===== src/rtl/led_breather.sv =====
// led_breather: tick-stepped PWM level ramp (rise, top hold, fall, bottom hold) driving an LED
// Ports: clock/reset (sync, active-high); tick = one-cycle slow-rate enable; enable = run (0 parks, LED off);
//        pwm_out = registered PWM drive; level = current brightness; rising = high in RISE/TOP_HOLD.
module led_breather #(
  parameter int PWM_BITS   = 8,
  parameter int STEP_TICKS = 4,
  parameter int HOLD_STEPS = 16
) (
  input  logic                clock,
  input  logic                reset,
  input  logic                tick,
  input  logic                enable,
  output logic                pwm_out,
  output logic [PWM_BITS-1:0] level,
  output logic                rising
);
  localparam int TW = (STEP_TICKS > 1) ? $clog2(STEP_TICKS) : 1;
  localparam int HW = (HOLD_STEPS > 1) ? $clog2(HOLD_STEPS) : 1;
  localparam logic [PWM_BITS-1:0] MAX = '1;
  localparam logic [TW-1:0] T_LAST = TW'(STEP_TICKS - 1);
  localparam logic [HW-1:0] H_LAST = HW'(HOLD_STEPS - 1);
  typedef enum logic [2:0] {IDLE, RISE, TOP_HOLD, FALL, BOTTOM_HOLD} state_t;
  state_t r_state, w_state;
  logic [PWM_BITS-1:0] r_pwm_cnt, r_level, w_level;
  logic [TW-1:0] r_tick_cnt, w_tick_cnt;
  logic [HW-1:0] r_hold_cnt, w_hold_cnt;
  logic r_pwm_out, r_rising, w_run, w_step, w_hold_done;
  assign pwm_out = r_pwm_out;
  assign level   = r_level;
  assign rising  = r_rising;
  always_comb begin
    w_run       = (r_state != IDLE) && enable;
    w_step      = w_run && tick && (r_tick_cnt == T_LAST);
    w_hold_done = r_hold_cnt == H_LAST;
    w_state     = r_state;
    w_level     = r_level;
    w_hold_cnt  = r_hold_cnt;
    w_tick_cnt  = (w_run && tick) ? (w_step ? '0 : r_tick_cnt + 1'b1) : r_tick_cnt;
    if (!enable) begin
      // dropping enable wins over any simultaneous step
      w_state    = IDLE;
      w_level    = '0;
      w_tick_cnt = '0;
      w_hold_cnt = '0;
    end else begin
      case (r_state)
        IDLE: begin
          w_state    = RISE;
          w_tick_cnt = '0;
          w_hold_cnt = '0;
        end
        RISE: if (w_step && r_level != MAX) begin
          w_level = r_level + 1'b1;
          w_state = (r_level == MAX - 1'b1) ? TOP_HOLD : RISE;
          w_hold_cnt = '0;
        end
        TOP_HOLD: if (w_step) begin
          w_state    = w_hold_done ? FALL : TOP_HOLD;
          w_hold_cnt = w_hold_done ? '0 : r_hold_cnt + 1'b1;
        end
        FALL: if (w_step && r_level != '0) begin
          w_level = r_level - 1'b1;
          w_state = (r_level == 1) ? BOTTOM_HOLD : FALL;
          w_hold_cnt = '0;
        end
        BOTTOM_HOLD: if (w_step) begin
          w_state    = w_hold_done ? RISE : BOTTOM_HOLD;
          w_hold_cnt = w_hold_done ? '0 : r_hold_cnt + 1'b1;
        end
        default: w_state = IDLE;
      endcase
    end
  end
  always_ff @(posedge clock) begin
    if (reset) begin
      r_state    <= IDLE;
      r_pwm_cnt  <= '0;
      r_level    <= '0;
      r_tick_cnt <= '0;
      r_hold_cnt <= '0;
      r_pwm_out  <= 1'b0;
      r_rising   <= 1'b0;
    end else begin
      r_state    <= w_state;
      r_pwm_cnt  <= r_pwm_cnt + 1'b1;
      r_level    <= w_level;
      r_tick_cnt <= w_tick_cnt;
      r_hold_cnt <= w_hold_cnt;
      r_pwm_out  <= r_pwm_cnt < r_level;
      r_rising   <= (w_state == RISE) || (w_state == TOP_HOLD);
    end
  end
endmodule


===== config.mk =====
export PLATFORM = sky130hd
export DESIGN_NAME = led_breather
export DESIGN_NICKNAME = d
export VERILOG_FILES = /design/src/rtl/led_breather.sv
export SDC_FILE = /design/constraint.sdc
export NUM_CORES = 1
export LEC_CHECK = 0
export CELL_PAD_IN_SITES_DETAIL_PLACEMENT = 1
export CELL_PAD_IN_SITES_GLOBAL_PLACEMENT = 2
export CORE_MARGIN = 3
export CORE_UTILIZATION = 25
export DETAILED_ROUTE_END_ITERATION = 8
export PLACE_DENSITY = 0.65
export SLEW_MARGIN = 20
export SYNTH_ARGS = -nofsm -noshare
export SYNTH_HDL_FRONTEND = slang
export SYNTH_SLANG_ARGS = --single-unit

===== constraint.sdc =====
create_clock -name clock -period 4.6 [get_ports clock]
set_input_delay 0.69 -clock clock [delete_from_list [all_inputs] [get_ports clock]]
set_output_delay 0.69 -clock clock [all_outputs]
set_load 0.1 [all_outputs]

==> results summary <==
The run finished with clean final reports. The most used flip-flop cell after synthesis is sky130_fd_sc_hd__dfxtp_1. Counting cells, the worst reg-to-reg path comes to 6.

CTS saw 27 sinks. The post-CTS clock slew at the launch and capture registers of the worst setup and hold paths is approximately 100 ps. The count of endpoints failing setup in the final report came out at 0.

The number of global-route vias before repair is between 1000 and 1500. For this block, the routed nets add up to 4140 µm of wire. The worst-case IR drop observed on VDD is approximately 0.089 mV.

In this run the vertical extent of the chip is 86.8 µm. The achievable clock frequency came out at 373 MHz. The post-detailed-route count of antenna-violating nets came out at 0. The number of cells produced by synthesis came out at 197. For flop-to-flop paths, the worst setup slack is 2400 ps.

The number of antenna violations at the first check in global routing is 0. The master cell of the clock root buffer is sky130_fd_sc_hd__clkbuf_8. Entering global routing, the biggest net connects 16 pins. At the pin with the least slew margin, the transition time is 974 ps.

The setup TNS is 0 ps. The area growth from synthesis to layout is 13.6%. The final count of hold timing violations came out at 0. On the worst path, the slowest cell contributes a delay of 1200 ps. Traced cell by cell, the critical path runs through clkdlybuf4s50_1. The length of the first detailed-routing pass in iterations is 4.

The startpoint identified for the worst register-to-register timing path is r_tick_cnt[0]$_SDFFE_PP0P_. The number of different library cells used by synthesis comes to 44. The worst setup path is launched from a register.

The net count of the mapped netlist is 216. The final cycle utilization of the critical path is 0.582. The design draws 0.427 mW. In this run the critical register-to-register path is captured at level[7]$_SDFFE_PP0P_. On the critical path the largest part of the delay comes from buffers and inverters. The count of nets after finishing came out at about 230. In this run the worst hold path is classified as register to register. The total number of cells along the worst setup path is 1. The count of pins over their slew limit came to 0.

Of the synthesized area, sequential elements account for 0.331. The die is roughly 87 µm wide. The worst path buffer plus inverter count is 1.

14 I/O pins were placed. The area of the die is 0.00753 mm². The count of port buffers added during placement came out at 13. The worst slew slack as a fraction of its limit is 0.349.

The synthesis warning total came out at 0. Setup repair after global routing left no endpoint under its margin. No sink is reached through more buffers than the 2 on the longest clock path. The number of antenna diodes in the final layout is 0. The routability congestion estimate is 0.721. The number of buffers inserted to repair setup after CTS is 0. Hold is met by around 470 ps. The count of vias placed by the detailed router is 1419. Following the worst setup path forward leads to its endpoint at level[5]. The core region area came out at 0.00613 mm².

Tracing the worst setup path back leads to its startpoint at level[5]$_SDFFE_PP0P_. The leakage dissipation came out at ~0.63 nW. TritonCTS built the clock tree.

The worst setup slack after layout came out at around 1900 ps. Dividing the synthesized area by the synthesized cell count gives 8.28 µm². The worst setup path is captured at a primary output. The first global-routing pass estimated 7410 µm of wire. The arrival time reported for the critical path endpoint is 1990 ps. After global routing the overflow that remains totals 0.

The count of maximum capacitance violations is 0. The count of state elements after synthesis came out at 27. The cell row count came out at 28.

The critical path required time is 3910 ps. The DRC violations left is 0. The setup clock skew after layout is around 2.8 ps.

The post-cts resize count came out at 0. In this run the power density over the cells is 231 mW/mm². The shortest clock period the worst path allows after layout came out at 2680 ps.

The half-perimeter wire length after detailed placement is 3020 µm. The classification of the worst setup path is register to primary output. Hold repair after CTS inserted 0 buffers. The number of CTS-inserted buffers came out at 3. The critical-path cell with the highest stage delay is sky130_fd_sc_hd__clkdlybuf4s50_1.

The async set-or-reset flop fraction in the synthesized netlist came out at 0. The peak fanout along the critical path is 9. The ratio of routed vias to standard cells came out at 5.05.

The clock insertion delay at the later pin of the skew report came out at about 280 ps. The setup slack after placement is 1700 ps. The filler cells instantiated in the layout total 733.

After the first detailed-routing iteration, the DRC count stood at 69. The area of the mapped netlist came out at 0.00163 mm². Of the cells placed in the final design, the portion with a size suffix greater than 1 is 0.0340. The total number of H-tree levels came out at 1. The effective utilization at floorplan is 0.266. The count of flip-flops with a built-in enable after synthesis is 0. In the global route stage, overall resource usage came out at 0.123. The wire length per cell is 14.7 µm.
-- kinds of logic after synthesis --
logic type,after synthesis,share of synthesized area
AO/OA/AOI/OAI,52,0.212
XOR/XNOR,8,0.0429
flip-flops,27,0.331
AND/OR/NAND/NOR,74,0.235
buffers and inverters,20,0.0567
adder cells (fa/ha/maj),15,0.115
multiplexers,1,0.00614
-- synth_stat cells (2+ instances only) --
master                     instances  area share
sky130_fd_sc_hd__a21oi_1          15       0.046
sky130_fd_sc_hd__nand2b_1          4       0.015
sky130_fd_sc_hd__ha_1             15        0.12
sky130_fd_sc_hd__buf_4             2      0.0092
sky130_fd_sc_hd__nand3_1          14       0.043
sky130_fd_sc_hd__o31ai_1           4       0.018
sky130_fd_sc_hd__o22ai_1           2      0.0077
sky130_fd_sc_hd__a21o_1            4       0.018
sky130_fd_sc_hd__buf_2             2      0.0061
sky130_fd_sc_hd__or4_1             3       0.014
sky130_fd_sc_hd__a31oi_1           2      0.0077
sky130_fd_sc_hd__or3_1             3       0.012
sky130_fd_sc_hd__o22a_1            2       0.011
sky130_fd_sc_hd__a211oi_1          4       0.018
sky130_fd_sc_hd__a32oi_1           3       0.016
sky130_fd_sc_hd__nand2_1           5       0.012
sky130_fd_sc_hd__o21ai_0           7       0.021
sky130_fd_sc_hd__nor2b_1           3       0.012
sky130_fd_sc_hd__nor2_1           24       0.055
sky130_fd_sc_hd__inv_1            12       0.028
sky130_fd_sc_hd__clkbuf_1          3      0.0069
sky130_fd_sc_hd__xnor2_1           3       0.016
sky130_fd_sc_hd__nor3_1            6       0.018
sky130_fd_sc_hd__dfxtp_1          27        0.33
sky130_fd_sc_hd__and3_1            3       0.012
sky130_fd_sc_hd__o21a_1            2      0.0092
sky130_fd_sc_hd__xor2_1            5       0.027
sky130_fd_sc_hd__nand4_1           2      0.0077
-- cells in the final DEF, fill, tap and decap left out, types with 4 or more instances in the layout --
| cell | count |
|---|---|
| sky130_fd_sc_hd__dfxtp_1 | 27 |
| sky130_fd_sc_hd__nand2b_1 | 4 |
| sky130_fd_sc_hd__o21ai_0 | 7 |
| sky130_fd_sc_hd__clkdlybuf4s50_1 | 13 |
| sky130_fd_sc_hd__a21o_1 | 4 |
| sky130_fd_sc_hd__a21oi_1 | 15 |
| sky130_fd_sc_hd__nor2_1 | 24 |
| sky130_fd_sc_hd__nand3_1 | 14 |
| sky130_fd_sc_hd__xor2_1 | 5 |
| sky130_fd_sc_hd__a211oi_1 | 4 |
| sky130_fd_sc_hd__ha_1 | 15 |
| sky130_fd_sc_hd__inv_1 | 12 |
| sky130_fd_sc_hd__nor3_1 | 6 |
| sky130_fd_sc_hd__nand2_1 | 5 |
| sky130_fd_sc_hd__o31ai_1 | 4 |
-- cell type report --
| class | instances | area [µm²] | share of cell area |
|---|---|---|---|
| Sequential cell | 27 | 541 | 0.292 |
| Clock buffer | 4 | 45.0 | 0.0243 |
| Multi-Input combinational cell | 150 | 998 | 0.539 |
| Inverter | 12 | 45.0 | 0.0243 |
| Tap cell | 75 | 93.8 | 0.0506 |
| Timing Repair Buffer | 13 | 130 | 0.0702 |
-- sequential cells by signal (all words and copies together) (netlist names) --
name and flops:
rising 1, pwm_out 1, r_hold_cnt 4, r_tick_cnt 2, r_pwm_cnt 8, r_state 3, level 8
-- worst min path at each step --
stage | endpoint | cells past startpoint | from | slack (ps)
final | r_pwm_cnt[0]$_SDFF_PP0_ | 1 | r_pwm_cnt[0]$_SDFF_PP0_ | 470
after global routing | r_pwm_cnt[0]$_SDFF_PP0_ | 1 | r_pwm_cnt[0]$_SDFF_PP0_ | 510
after CTS | r_pwm_cnt[0]$_SDFF_PP0_ | 1 | r_pwm_cnt[0]$_SDFF_PP0_ | 490
after detailed placement | r_pwm_cnt[0]$_SDFF_PP0_ | 1 | r_pwm_cnt[0]$_SDFF_PP0_ | 460
after global placement | r_pwm_cnt[0]$_SDFF_PP0_ | 1 | r_pwm_cnt[0]$_SDFF_PP0_ | 440
after floorplan | r_pwm_cnt[0]$_SDFF_PP0_ | 1 | r_pwm_cnt[0]$_SDFF_PP0_ | 420
-- metrics by stage --
stage / area (µm²) / instances / utilization
4_1_cts: 1850 / 281 / 0.302
2_1_floorplan: 1630 / 197 / -
3_5_place_dp: 1810 / 277 / 0.295
6_report: 1850 / 281 / 0.302
5_1_grt: 1850 / 281 / 0.302
3_3_place_gp: 1810 / 277 / 0.295
-- routing by layer --
layer | global-route usage | routed length, µm | up-vias
met5 | 0 | 0 | -
met4 | 0.0453 | 94 | 0
met3 | 0.0181 | 91 | 7
met2 | 0.177 | 1690 | 13
met1 | 0.183 | 2260 | 671
li1 | - | - | 728
-- power breakdown --
part / switching [mW] / internal (mW)
Combinational: 0.0237 / 0.0139
Sequential: 0.00509 / 0.238
Clock: 0.0841 / 0.0624
Total: 0.113 / 0.315
(Power assumes the default switching activity.)
